[src/rtl/vga_sync_monitor.sv]
// Receive-side timing checker for the solo_squash VGA stream: measures line and
// frame timing, counts lit pixels per frame and tracks lock against nominal timing.
module vga_sync_monitor #(
  parameter int H_TOTAL     = 800,
  parameter int H_SYNC      = 96,
  parameter int V_TOTAL     = 525,
  parameter int SYNC_ACTIVE = 0,
  parameter int LOCK_FRAMES = 2,
  parameter int HW          = 11,
  parameter int VW          = 10
) (
  input  logic          clk,
  input  logic          reset_n,
  input  logic          hsync,
  input  logic          vsync,
  input  logic          red,
  input  logic          green,
  input  logic          blue,
  output logic          locked,
  output logic [HW-1:0] line_period,
  output logic [HW-1:0] hsync_width,
  output logic [VW-1:0] frame_lines,
  output logic [19:0]   lit_pixels,
  output logic [7:0]    err_count,
  output logic          frame_strobe
);

  localparam logic ACT = (SYNC_ACTIVE != 0);
  localparam int   GW  = $clog2(LOCK_FRAMES + 1);

  localparam logic [1:0] ST_SEARCH = 2'd0;
  localparam logic [1:0] ST_CHECK  = 2'd1;
  localparam logic [1:0] ST_LOCKED = 2'd2;

  logic          hs_r, vs_r, hs_p, vs_p, rgb_r;
  logic          hs_on, hs_lead, hs_trail, vs_lead;
  logic [HW-1:0] h_cnt, w_cnt, period_now;
  logic          h_max, timeout, line_armed, line_bad;
  logic [VW-1:0] v_cnt, v_next;
  logic [19:0]   lit_cnt;
  logic          frame_bad, frame_bad_now, frame_good;
  logic [1:0]    state;
  logic [GW-1:0] good_cnt, good_inc;

  // Sync copies reset to the inactive level so reset itself never looks like an edge.
  always_ff @(posedge clk or negedge reset_n) begin
    if (!reset_n) begin
      hs_r  <= ~ACT;
      vs_r  <= ~ACT;
      hs_p  <= ~ACT;
      vs_p  <= ~ACT;
      rgb_r <= 1'b0;
    end else begin
      hs_r  <= hsync;
      vs_r  <= vsync;
      hs_p  <= hs_r;
      vs_p  <= vs_r;
      rgb_r <= red | green | blue;
    end
  end

  always_comb begin
    hs_on      = (hs_r == ACT);
    hs_lead    = hs_on && (hs_p != ACT);
    hs_trail   = !hs_on && (hs_p == ACT);
    vs_lead    = (vs_r == ACT) && (vs_p != ACT);
    h_max      = &h_cnt;
    timeout    = h_max && !hs_lead;
    period_now = h_max ? h_cnt : h_cnt + 1'b1;
    line_bad   = hs_lead && line_armed &&
                 ((period_now != HW'(H_TOTAL)) || (hsync_width != HW'(H_SYNC)));
    // A line whose leading edge coincides with vsync still belongs to the ending frame.
    v_next        = (hs_lead && !(&v_cnt)) ? v_cnt + 1'b1 : v_cnt;
    frame_bad_now = frame_bad || line_bad;
    frame_good    = (v_next == VW'(V_TOTAL)) && !frame_bad_now;
    good_inc      = good_cnt + 1'b1;
  end

  always_ff @(posedge clk or negedge reset_n) begin
    if (!reset_n) begin
      h_cnt       <= '0;
      w_cnt       <= '0;
      line_period <= '0;
      hsync_width <= '0;
      line_armed  <= 1'b0;
    end else begin
      if (hs_lead) begin
        line_period <= period_now;
        h_cnt       <= '0;
        line_armed  <= 1'b1;
      end else if (!h_max) begin
        h_cnt <= h_cnt + 1'b1;
      end
      if (hs_trail) begin
        hsync_width <= w_cnt;
        w_cnt       <= '0;
      end else if (hs_on && !(&w_cnt)) begin
        w_cnt <= w_cnt + 1'b1;
      end
    end
  end

  always_ff @(posedge clk or negedge reset_n) begin
    if (!reset_n) begin
      v_cnt        <= '0;
      lit_cnt      <= '0;
      frame_bad    <= 1'b0;
      frame_lines  <= '0;
      lit_pixels   <= '0;
      frame_strobe <= 1'b0;
    end else begin
      frame_strobe <= vs_lead;
      if (vs_lead) begin
        frame_lines <= v_next;
        lit_pixels  <= lit_cnt;
        v_cnt       <= '0;
        lit_cnt     <= '0;
        frame_bad   <= 1'b0;
      end else begin
        v_cnt     <= v_next;
        frame_bad <= frame_bad_now;
        if (rgb_r && !(&lit_cnt)) begin
          lit_cnt <= lit_cnt + 1'b1;
        end
      end
    end
  end

  // Loss of hsync drops lock without counting an error; measured results are kept.
  always_ff @(posedge clk or negedge reset_n) begin
    if (!reset_n) begin
      state     <= ST_SEARCH;
      good_cnt  <= '0;
      locked    <= 1'b0;
      err_count <= '0;
    end else if (timeout) begin
      state    <= ST_SEARCH;
      good_cnt <= '0;
      locked   <= 1'b0;
    end else if (vs_lead) begin
      case (state)
        ST_SEARCH: begin
          state    <= ST_CHECK;
          good_cnt <= '0;
        end
        ST_CHECK: begin
          if (!frame_good) begin
            good_cnt <= '0;
          end else if (good_inc >= GW'(LOCK_FRAMES)) begin
            good_cnt <= good_inc;
            state    <= ST_LOCKED;
            locked   <= 1'b1;
          end else begin
            good_cnt <= good_inc;
          end
        end
        ST_LOCKED: begin
          if (!frame_good) begin
            if (!(&err_count)) begin
              err_count <= err_count + 1'b1;
            end
            state    <= ST_CHECK;
            good_cnt <= '0;
            locked   <= 1'b0;
          end
        end
        default: begin
          state    <= ST_SEARCH;
          good_cnt <= '0;
          locked   <= 1'b0;
        end
      endcase
    end
  end

endmodule

[config.mk]
export PLATFORM = sky130hd
export DESIGN_NAME = vga_sync_monitor
export DESIGN_NICKNAME = d
export VERILOG_FILES = /design/src/rtl/vga_sync_monitor.sv
export SDC_FILE = /design/constraint.sdc
export NUM_CORES = 1
export LEC_CHECK = 0
export CORE_UTILIZATION = 44
export DETAILED_ROUTE_END_ITERATION = 10
export PLACE_DENSITY = 0.65
export SLEW_MARGIN = 20
export SYNTH_ARGS = -nofsm -noshare
export SYNTH_HDL_FRONTEND = slang
export SYNTH_SLANG_ARGS = --single-unit
[constraint.sdc]
create_clock -name clk -period 4.9 [get_ports clk]
set_input_delay 0.735 -clock clk [delete_from_list [all_inputs] [get_ports clk]]
set_output_delay 0.735 -clock clk [all_outputs]
set_load 0.02 [all_outputs]
==> results of run 1 <==
## sequential cells by signal, summed over array words and instances, names as in the netlist
name and count:
w_cnt 11, frame_bad 1, line_armed 1, h_cnt 11
lit_pixels 20, rgb_r 1, vs_r 1, hs_p 1
frame_strobe 1, hs_r 1, err_count 8, hsync_width 11
vs_p 1, v_cnt 10, state 2, line_period 11
frame_lines 10, lit_cnt 20, good_cnt 2, locked 1
## cells by family (layout without fill, tap and decap cells)
kind of cell	count (synthesis)	count (layout)	share of synthesized area
buffers and inverters	42	120	0.0294
XOR/XNOR	33	33	0.0500
multiplexers	10	10	0.0188
adder cells (fa/ha/maj)	5	5	0.0108
AO/OA/AOI/OAI	95	95	0.0972
AND/OR/NAND/NOR	310	310	0.252
flip-flops	125	125	0.542
## path summary, 6_finish.rpt
| check | endpoint | slack (ps) | depth (start not counted) |
|---|---|---|---|
| max | err_count[1] | 1820 | 8 |
| min | vs_p | 370 | 0 |
| max reg2reg | err_count[1] | 1820 | 8 |
| min reg2reg | vs_p | 370 | 0 |
| max in group asynchronous | vs_p | 3520 | 2 |
| min in group asynchronous | hsync_width[3] | 380 | 1 |
## worst reg2reg max path, stage by stage, from the launching register on
cell and delay (ps):
dfrtp_1 480, ha_1 300, and4_1 340, nand4_1 130, a221oi_1 280, a41oi_1 210
or4_1 740, nand2_2 160, mux2_4 310
## power by group
group | switching (mW) | leakage (nW) | internal [mW]
registers | 0.0887 | 1.68 | 1.11
logic | 0.193 | 1.22 | 0.147
clock network | 0.437 | 0.307 | 0.875
total | 0.719 | 3.21 | 2.14
## layout by cell type, fill, tap and decap left out, types with 5 or more instances in the layout
master and count:
a31oi_1 5, nor4_1 9, a21oi_1 19, and2_1 6
nand4_1 21, clkdlybuf4s50_1 67, and4_1 8, mux2i_1 6
and3_1 9, xnor2_1 18, inv_1 15, ha_1 5
xor2_1 15, nand2_1 141, nand2b_1 8, nor3_1 9
or3_1 7, buf_4 6, nor2_1 53, nand3_1 24
clkbuf_16 17, dfrtp_1 121, o21ai_0 47
## through the flow
step	instances	hold WS [ps]
global placement	838	354
detailed placement	838	360
global route	870	371
CTS	870	368
floorplan	620	351
finish	870	368
## routing by layer
layer  vias to the layer above  wire (µm)
met3                        17        429
met1                      2182       5630
met4                         0        225
met2                       102       5850
li1                       2266          -
met5                         -          0
## final cells by class
class                   count  area, µm²  area share
flip-flops and latches    125       3130       0.434
multi-input cells         453       2480       0.343
repair buffers             73        716      0.0991
clock buffers              21        460      0.0637
well taps                 172        215      0.0298
clock inverters            11        165      0.0229
inverters                  15       56.3     0.00779
==> reports/metrics.yaml, run 1 <==
critical_path:
  timing.critical_path.max_delay_family: "simple AND/OR/NAND/NOR gates"
  cp.arrival_ps: 3370
  worst_setup_path_end_kind: "flop"
  cp.buffers_inverters: 0
  worst-path-max-fanout: 9
  source_of_the_critical_timing_path: "h_cnt[0]"
  regToRegStartpoint: "h_cnt[0]"
  required_ps: 5190
  cpMaxStageDelayCell: "or4_1"
  worst_setup_path_start_kind: "flop"
  critPathKind: "flop to flop"
  critical_path.max_stage_delay_ps: 740
  crit_chain: "ha_1 > and4_1 > nand4_1 > a221oi_1 > a41oi_1 > or4_1 > nand2_2 > mux2_4"
floorplan:
  die_height_um: 117
  placement_rows: 41
  initial_utilization: 0.454
  die_width_um: 117
  coreArea_mm2: 0.0127
  floorplan.io_pins: 69
  fp.dieArea_mm2: 0.0136
clock_tree:
  holdBufCountCts: 0
  clk_latency_ps: 410
  postCtsResizedCells: 0
  cts-root-buf: "clkbuf_16"
  max_root_sink_buffers: 2
  tritoncts: "yes"
  cts-buffers-inserted: 17
  post-cts-setup-buffers: 0
  clkSinkCount: 125
  htree_num_levels: 4
  clk_transition_reported_paths_ps: 50
hold_path:
  hold_path.startpoint: "vs_r"
  timing.hold.worst.class: "flop to flop"
synth:
  yosys_warnings: 0
  netlist-cell-type-count: 52
  post_synth_main_area_contributors: "dfrtp_1, nand2_1, o21ai_0, nor2_1, xnor2_1"
  synthArstFlopShare: 1.00
  synth-seq-area-share: 0.542
  mappedNetlistArea_mm2: 0.00578
  synth_enable_flop_cells: 0
  synth_cells: 620
  netlist.area_leader.share: 0.524
  synthFlopType: "dfrtp_1"
  synth.cells.most_frequent: "nand2_1, dfrtp_1, nor2_1, o21ai_0, nand3_1"
  yosysMostFrequentCell: "nand2_1"
  ys_ff_latch: 125
  post_synthesis_net_count: 632
  syn-mean-instance-area_um2: 9.32
  yosysTopAreaCell: "dfrtp_1"
sta:
  final_hold_viol_count: 0
  max_slew.worst_pin.slew_ps: 867
  setup_repair_after_global_routing_missed_its_margin: "no"
  fin_ws_ps: 1820
  fin_crit_ps: 3080
  slew_margin_rel: 0.418
  timing.fmax_ghz: 0.325
  slew_violations: 0
  finalSetupViolCount: 0
  post_route_clock_skew_ps: 8.31
  layout_worst_path_cycle_share: 0.629
  fin_tns_setup_ps: 0
global_routing:
  grt_antenna_before_repair: 0
  globalRouteMet2Util: 0.336
  global_route.usage.total: 0.206
  grt_max_degree: 61
  globalRoute.totalOverflow: 0
  busiest_layer: "met2"
  global_route.usage.met3: 0.0519
  grt_pass1_vias: 4561
  grt_pass1_wl_um: 21600
  globalRouteMet1Util: 0.261
placed_design:
  placed_wire_length_estimate_um: 8140
  io_buffers: 68
  place_worst_setup_slack_ps: 1840
  placed_cell_area_mm2: 0.00660
  placer_s_final_routability_congestion_estimate: 0.859
drt:
  antenna_left: 0
  post-route-drc-count: 0
  drt_pass1_iterations: 5
  dr_total_vias: 4567
  wirelength_um: 12100
  route.detailed.vias_per_inst: 5.25
  detailedRoute.firstIterationViolations: 305
  route.detailed.wl_per_inst_um: 13.9
run_status:
  outcome: "complete, no violations"
cells_and_area:
  finish.utilization: 0.568
  fillCellCount: 1152
  nNetsFinal: 697
  share_of_post_route_cells_with_drive_strength_above_1: 0.0731
  antenna-diode-count: 0
  layout-area-overhead-vs-synth_pct: 25.0
  final_area_mm2: 0.00722
job:
  maxCapViolCount: 0
power_and_ir_drop:
  power.total_mw: 2.86
  power.static_leakage_nw: 3.21
  ir_worst_vdd_mv: 0.222
  powerDensity_mw_per_mm2: 395
Power figures use the tool's default switching activity.
==> run 2: changes to the inputs <==
PLACE_DENSITY = 0.68   (was 0.65)
clock period = 2.77 ns   (was 4.9 ns; I/O delays follow)
==> reports/metrics.yaml, run 2 (synthesized netlist as in run 1, its figures left out) <==
run_status:
  outcome: "complete, no violations"  # unchanged
placed_design:
  place_worst_setup_slack_ps: 65.3  # was 1840 ps
  placer_s_final_routability_congestion_estimate: 0.866  # was 0.859
  io_buffers: 68  # unchanged
  placed_wire_length_estimate_um: 8720  # was 8140 µm
cells_and_area:
  nNetsFinal: 716  # was 697
  area.sequential_mm2: 0.00313  # unchanged
  layout-area-overhead-vs-synth_pct: 27.2  # was 25.0%
  layout_common_cells: "nand2_1, dfrtp_1, clkdlybuf4s50_1"  # unchanged
  antenna-diode-count: 0  # unchanged
  share_of_post_route_cells_with_drive_strength_above_1: 0.0990  # was 0.0731
  layout.cells.most_common: "nand2_1"  # unchanged
  multi_input_comb_area_mm2: 0.00249  # was 0.00248 mm²
  finish.utilization: 0.578  # was 0.568
  fillCellCount: 1165  # was 1152
  biggestRegsByFlops: "lit_cnt (20), lit_pixels (20)"  # unchanged
critical_path:
  required_ps: 3070  # was 5190 ps
  cpMaxStageDelayCell: "or4_4"  # was or4_1
  worst_setup_path_end_kind: "flop"  # unchanged
  crit_chain: "ha_1 > and4_2 > nand4_1 > a221oi_1 > a41oi_1 > or4_4 > nand2_2 > mux2_4"  # was ha_1 > and4_1 > nand4_1 > a221oi_1 > a41oi_1 > or4_1 > nand2_2 > mux2_4
  r2r.worst_path.cells: 8  # unchanged
  critPathKind: "flop to flop"  # unchanged
  worstReg2RegEnd: "err_count[1]"  # unchanged
  critical_path.max_stage_delay_ps: 600  # was 740 ps
  regToRegStartpoint: "h_cnt[1]"  # was h_cnt[0]
  cp.arrival_ps: 2960  # was 3370 ps
  worst-path-max-fanout: 6  # was 9
  source_of_the_critical_timing_path: "h_cnt[1]"  # was h_cnt[0]
  timing.critical_path.to: "err_count[1]"  # unchanged
  reg2reg_setup_slack_ps: 110  # was 1820 ps
  worst_setup_path_start_kind: "flop"  # unchanged
floorplan:
  placement_rows: 41  # unchanged
  die_width_um: 117  # unchanged
  initial_utilization: 0.454  # unchanged
  floorplan.io_pins: 69  # unchanged
  coreArea_mm2: 0.0127  # unchanged
  fp.dieArea_mm2: 0.0136  # unchanged
  die_height_um: 117  # unchanged
drt:
  drt_pass1_iterations: 4  # was 5
  dr_total_vias: 4636  # was 4567
  wirelength_um: 12600  # was 12100 µm
  antenna_left: 0  # unchanged
  route.detailed.vias_per_inst: 5.21  # was 5.25
  detailedRoute.firstIterationViolations: 260  # was 305
  post-route-drc-count: 0  # unchanged
  route.detailed.wl_per_inst_um: 14.2  # was 13.9 µm
power_and_ir_drop:
  power.static_leakage_nw: 3.29  # was 3.21 nW
  powerDensity_mw_per_mm2: 670  # was 395 mW/mm²
  ir_worst_vdd_mv: 0.411  # was 0.222 mV
sta:
  fin_tns_setup_ps: 0  # unchanged
  setup_repair_after_global_routing_missed_its_margin: "yes"  # was no
  fin_ws_ps: 113  # was 1820 ps
  slew_margin_rel: 0.527  # was 0.418
  finalSetupViolCount: 0  # unchanged
  worst_hold_slack_ps: 0.202  # was 368 ps
  post_route_clock_skew_ps: 9.15  # was 8.31 ps
  max_slew.worst_pin.slew_ps: 708  # was 867 ps
  fin_crit_ps: 2660  # was 3080 ps
  layout_worst_path_cycle_share: 0.959  # was 0.629
  timing.fmax_ghz: 0.376  # was 0.325 GHz
  final_hold_viol_count: 0  # unchanged
  slew_violations: 0  # unchanged
global_routing:
  global_route.usage.total: 0.208  # was 0.206
  grt_antenna_before_repair: 0  # unchanged
  grt_pass1_wl_um: 21700  # was 21600 µm
  grt_pass1_vias: 4760  # was 4561
  grt_max_degree: 57  # was 61
  globalRoute.totalOverflow: 0  # unchanged
hold_path:
  timing.hold.worst.class: "input port to async pin"  # was flop to flop
clock_tree:
  max_root_sink_buffers: 2  # unchanged
  post-cts-setup-buffers: 0  # unchanged
  cts-root-buf: "clkbuf_16"  # unchanged
  clkSinkCount: 125  # unchanged
  postCtsResizedCells: 0  # unchanged
  tritoncts: "yes"  # unchanged
  clk_transition_reported_paths_ps: 50  # about the same
  cts-buffers-inserted: 17  # unchanged
  holdBufCountCts: 0  # unchanged
  htree_num_levels: 4  # unchanged
  clk_latency_ps: 420  # was 410 ps
job:
  maxCapViolCount: 0  # unchanged
[run 2: changes by cell type in the layout (fill, tap and decap cells not counted), sizes merged]
| cell | previous run | this run |
|---|---|---|
| clkinvlp | 1 | 2 |
| buf | 6 | 25 |
| clkinv | 6 | 2 |
| clkbuf | 21 | 26 |
| bufinv | 4 | 2 |
[run 2: worst min path at each step]
stage,start,to,slack (ps)
after CTS,reset_n,w_cnt[3],20
after global routing,reset_n,w_cnt[3],50
after global placement,vs_r,vs_p,360
after floorplan,reset_n,err_count[0],120
final,reset_n,w_cnt[3],0.2
after detailed placement,vs_r,vs_p,370
[run 2: power breakdown]
| part | leakage [nW] | internal, mW | switching (mW) |
|---|---|---|---|
| logic | 1.32 | 0.280 | 0.354 |
| registers | 1.68 | 1.97 | 0.148 |
| clock network | 0.281 | 1.42 | 0.760 |
| total | 3.29 | 3.67 | 1.26 |
[run 2: area by class of cell]
| cell class | count | share of cell area |
|---|---|---|
| timing repair buffer | 92 | 0.118 |
| tap | 172 | 0.0293 |
| clock inverter | 6 | 0.0116 |
| clock buffer | 26 | 0.0679 |
| sequential | 125 | 0.426 |
| inverter | 15 | 0.00766 |
| multi-input combinational | 453 | 0.339 |
[run 2: worst max-delay path, delay by kind of cell (launching register included)]
kind,cells,cell delay [ps]
adder cells (fa/ha/maj),1,210
flip-flops,1,410
AND/OR/NAND/NOR,4,1120
multiplexers,1,310
AO/OA/AOI/OAI,2,500
[run 2: layer usage]
| layer | track usage | vias to the layer above | wire, µm |
|---|---|---|---|
| met4 | 0.100 | 0 | 216 |
| li1 | - | 2295 | - |
| met5 | 0 | - | 0 |
| met3 | 0.0602 | 19 | 570 |
| met2 | 0.358 | 79 | 6320 |
| met1 | 0.238 | 2243 | 5530 |
[run 2: through the flow]
stage | cell area, µm² | instances | power, mW
CTS | 7340 | 889 | 4.98
floorplan | 5780 | 620 | 2.49
global route | 7350 | 889 | 5.15
finish | 7350 | 889 | 4.93
detailed placement | 6750 | 857 | 2.79
global placement | 6750 | 857 | 2.77
==> variant 1, RTL diff (settings of run 2) <==
`HW`: 11 -> 12.
--- a/src/rtl/vga_sync_monitor.sv
+++ b/src/rtl/vga_sync_monitor.sv
@@ -6,7 +6,7 @@
   parameter int V_TOTAL     = 525,
   parameter int SYNC_ACTIVE = 0,
   parameter int LOCK_FRAMES = 2,
-  parameter int HW          = 11,
+  parameter int HW          = 12,
   parameter int VW          = 10
 ) (
   input  logic          clk,
Interface: changed (resized hsync_width and line_period); port bits go from 69 to 71. No check against the original RTL was run, so the function may have changed too.
==> variant 1 against run 2 <==
- area after synthesis rose by 2.6%
- sequential power is 2% higher
- cell area grew 1.7%
- worst setup slack worse by 0.015 ns
- utilization decreased by 1.1 points
- wire length grew 2.2%
- sequential cell count up 4
- total power is 0.21% higher
- largest cell class unchanged
==> variant 1: results (changes against run 2) <==
- Initial antenna violation count: 0 (unchanged)
- # diodes: 0 (unchanged)
- Global Route Usage Sum: 20.4% (-0.40 points)
- Post-Syn Nets: 631 (-0.16%)
- Vias in the first global route: 4,715 (-0.95%)
- FF-to-FF End: err_count[1]
- M3 GR Usage: 6.06% (+0.036 points)
- Final net count: 716 (unchanged)
- Root Buffer: clkbuf_16
- Worst Skew: 0.0118 ns (+0.00265 ns)
- Static Leak: 3.42 nW (+4.0%)
- Commonest cells post-synth: 142 x nand2_1, 125 x dfrtp_1, 60 x nor2_1
- Wire length of the first global-routing pass: 22,800 µm (+4.9%)
- HPWL Detailed: 8490 µm (-2.6%)
- Met3 wire length: 398 µm (-30%)
- DRC Markers: 0 (unchanged)
- Num CTS Buffers: 17 (unchanged)
- Worst skew pair latency: 0.42 ns (about the same)
- Vias/cell: 5.31 (+1.8%)
- PostCTS Resize Cnt: 0 (unchanged)
- CP Max Fanout: 6 (unchanged)
- Tmin final: 2.67 ns (+0.0148 ns)
- Initial DRC count: 401 (+54%)
- Synth area leaders: dfrtp_1 53%, nand2_1 9.0%, o21ai_0 4.0%
- Seq/Total Area, Yosys: 54.5% (+0.30 points)
- Length of routed met2 wiring: 6460 µm (+2.2%)
- Status: finished clean
- Number of synthesized flops with an enable pin: 0 (unchanged)
- Reg2reg setup slack: just under 0.1 ns
- Htree depth: 4 (unchanged)
- GRT met2 Usage: 32.6% (-3.2 points)
- Largest net degree at the start of global routing: 81 (+42%)
- CP max stage cell: dfrtp_1
- Crit path largest cell delay: 0.40 ns (-0.20 ns)
- Routability Congestion: 0.882 (+1.8%)
- Max-slew headroom: 39.6% (-13 points)
- Top Layer Used: met4
- PortBufs: 70 (+2.9%)
- VDD IR-drop max: 0.408 mV (-0.83%)
- Clock Path Buffers: 2 (unchanged)
- Startpoint of the worst register-to-register path: v_cnt[1]
- Worst Reg2Reg Path Length in Cells: 9 (+1)
- Cell variety after synth: 58 (+12%)
- Worst Hold Class: in -> async
- Post-DR wirelength/cell: 14.5 µm (+1.8%)
- Post-CTS setup buffers: 2 (+2)
- Async S/R FF share, synth: 100% (unchanged)
- Net Sw Frac: 25.6% (about the same)
- Synthesis warning total: 0 (unchanged)
- Met1 Track Usage GR: 26.0% (+2.2 points)
- Layout cells sized above 1: 9.48% (-0.42 points)
- CP delay by family, top: simple AND/OR/NAND/NOR gates
- Detailed Routing Iterations Pass 1: 5 (+1)
- CTS clock-pin slew for the worst setup and hold paths: 0.05 ns (about the same)
- Biggest regs: lit_cnt: 20 flops, lit_pixels: 20 flops
- Wl on met1: 5910 µm (+6.9%)
==> variant 1: metrics by stage <==
step | setup slack (ns) | cell area [µm²] | std cells | hold WS, ns
after floorplan | 0.173 | 5930 | 619 | 0.120
after global placement | 0.0748 | 6840 | 853 | 0.357
after detailed placement | -0.0146 | 6840 | 853 | 0.362
after CTS | 0.0451 | 7420 | 887 | 0.0365
after global routing | -0.00997 | 7480 | 893 | 0.0486
final | 0.0981 | 7480 | 893 | 0.0244
==> variant 1: how the worst max path moves through the flow <==
stage	from	end	slack, ns
global placement	v_cnt[1]	locked	0.07
finish	v_cnt[1]	err_count[1]	0.1
global route	h_cnt[0]	locked	-0.01
detailed placement	v_cnt[1]	locked	-0.01
CTS	v_cnt[1]	err_count[1]	0.05
floorplan	v_cnt[0]	locked	0.17
==> variant 1: layout make-up <==
type                       count  area (µm²)
clock inverter                 6        83.8
multi-input combinational    456        2550
sequential                   129        3230
fill                        1110        5710
tap                          176         220
timing repair buffer          93         883
inverter                       7        26.3
clock buffer                  26         479
==> variant 1: cell families after synthesis <==
family	after synthesis	synth area share (%)
AO/OA/AOI/OAI	93	9.43
AND/OR/NAND/NOR	311	25.0
XOR/XNOR	39	5.76
flip-flops	129	54.5
adder cells (fa/ha/maj)	5	1.05
buffers and inverters	34	2.76
multiplexers	8	1.48
==> variant 1: power by group through the flow <==
stage | clock [W] | sequential [W] | combinational (W)
finish | 0.00214 | 0.00216 | 0.000642
global route | 0.00228 | 0.00219 | 0.000715
CTS | 0.00218 | 0.00216 | 0.000639
detailed placement | 0 | 0.00219 | 0.000638
global placement | 0 | 0.00219 | 0.000625
floorplan | 0 | 0.00226 | 0.000273
==> variant 2, RTL diff (config.mk and constraints of run 2) <==
Without the edit above. Remove the register `frame_strobe`: a continuous assignment takes its place, so the output `frame_strobe` follows one clock earlier.
--- a/src/rtl/vga_sync_monitor.sv
+++ b/src/rtl/vga_sync_monitor.sv
@@ -107,9 +107,7 @@
       frame_bad    <= 1'b0;
       frame_lines  <= '0;
       lit_pixels   <= '0;
-      frame_strobe <= 1'b0;
     end else begin
-      frame_strobe <= vs_lead;
       if (vs_lead) begin
         frame_lines <= v_next;
         lit_pixels  <= lit_cnt;
@@ -125,6 +123,8 @@
       end
     end
   end
+
+  assign frame_strobe = vs_lead;
 
   // Loss of hsync drops lock without counting an error; measured results are kept.
   always_ff @(posedge clk or negedge reset_n) begin
Formal check against the unedited RTL: not equivalent (a bounded check fails within 4 cycles, from zero or initial values and one cycle with reset_n low).
==> variant 2 against run 2 <==
- sequential cell count down 1
- worst setup slack better by 0.033 ns
- area after synthesis down 0.43%
- maximum frequency up 1.3%
- cell area up 0.39%
- wire length down 2.4%
- total power up 4.5%
- via count up 2.4%
- utilization up 0.46 points
- die area down 0.43%
- largest cell class unchanged
==> variant 2: results (changes against run 2) <==
- Status: finished clean
- Synth area leaders: dfrtp_1 52%, nand2_1 9.2%, o21ai_0 4.1%
- VDD IR-drop max: 0.458 mV (+11%)
- Sequential cell power: ~0.0021 W
- Avg Cell Area, Syn: 9.30 µm² (-0.27%)
- Net Sw Frac: 24.2% (-1.4 points)
- Vias/cell: 5.36 (+2.8%)
- CP delay by family, top: simple AND/OR/NAND/NOR gates
- Routed Wire Length: 12,300 µm (-2.4%)
- Crit path arrival time: 2.92 ns (-0.04 ns)
- Synthesis warning total: 0 (unchanged)
- Root Buffer: clkbuf_16
- Worst Skew: 0.00451 ns (-0.00464 ns)
- Static Leak: 3.31 nW (+0.57%)
- Seq/Total Area, Yosys: 54.0% (-0.20 points)
- Place WS: 0.0867 ns (+0.0214 ns)
- Final net count: 715 (-0.14%)
- Biggest regs: lit_cnt: 20 flops, lit_pixels: 20 flops
- Commonest cells post-synth: 141 x nand2_1, 120 x dfrtp_1, 53 x nor2_1
- Worst Hold Class: in -> async
- CP Max Fanout: 6 (unchanged)
- Worst skew pair latency: 0.41 ns
- Total combinational power: 0.000642 W (+1%)
- Post-Syn Nets: 631 (-0.16%)
- Vias in the first global route: 4,508 (-5.3%)
- PortBufs: 68 (unchanged)
- Via total after detailed routing: 4,745 (+2.4%)
- Detailed Routing Iterations Pass 1: 5 (+1)
- Initial antenna violation count: 0 (unchanged)
- Largest net degree at the start of global routing: 63 (+11%)
- Cell variety after synth: 52 (unchanged)
- Htree depth: 4 (unchanged)
- Initial DRC count: 268 (+3.1%)
- Routability Congestion: 0.832 (-4.0%)
- Async S/R FF share, synth: 100% (unchanged)
- CP max stage cell: or4_4
- Global Route Usage Sum: 20.1% (-0.74 points)
- Startpoint of the worst register-to-register path: h_cnt[1]
- Wire length of the first global-routing pass: 21,100 µm (-3.0%)
- Num CTS Buffers: 17 (unchanged)
- Max-slew headroom: 46.8% (-5.9 points)
- Placed cell area: 6740 µm² (-0.19%)
- Layout cells sized above 1: 9.68% (-0.22 points)
- HPWL Detailed: 8500 µm (-2.5%)
- Inst Count DP: 856 (-0.12%)
- # diodes: 0 (unchanged)
==> variant 2: cell count changes in the layout (fill, tap and decap cells not counted), moves of 2 or more <==
cell               run 2  this run
clkbuf_1               5         3
clkinvlp_4             2         0
bufinv_16              2         6
clkbuf_8               4         0
==> variant 2: cell families (layout without fill, tap and decap cells) <==
kind of cell | after synthesis | count (layout) | share of synthesized area (%)
compound gates | 95 | 95 | 9.76
xor+xnor | 33 | 33 | 5.02
fa+ha+maj | 5 | 5 | 1.09
buf+inv | 42 | 136 | 2.96
flops | 124 | 124 | 54.0
mux | 10 | 10 | 1.89
simple gates | 310 | 310 | 25.3
==> variant 2: layout make-up <==
class,count,area (µm²)
clock buffer,20,437
clock inverter,9,195
fill,1140,5290
inverter,15,56.3
multi-input combinational,453,2490
sequential,124,3110
tap,172,215
timing repair buffer,92,883
==> variant 2: layer usage <==
layer | GRT usage [%] | wire length [µm]
met4 | 9.40 | 274
met1 | 25.2 | 5600
met3 | 4.93 | 473
met2 | 32.7 | 5980
met5 | 0 | 0
==> variant 2: worst paths after layout <==
check / depth (start not counted) / slack, ns / to
max reg2reg: 8 / 0.15 / err_count[1]
min reg2reg: 0 / 0.36 / vs_p
min: 1 / 0.1 / hsync_width[5]
max: 8 / 0.15 / err_count[1]
max in group asynchronous: 2 / 1.98 / hs_p
min in group clk: 0 / 0.36 / vs_p
==> variant 2: per-stage QoR <==
step | power, W | utilization (%)
global placement | 0.00276 | 53.2
detailed placement | 0.00279 | 53.2
finish | 0.00515 | 58.3
floorplan | 0.00248 | -
global route | 0.00537 | 58.3
CTS | 0.00521 | 58.2
==> variant 2: repair_timing <==
| action | 4_1_cts | 5_1_grt |
|---|---|---|
| gates resized for setup | 0 | 3 |
| buffers inserted | 0 | 0 |
| setup endpoints to repair | 0 | 10 |
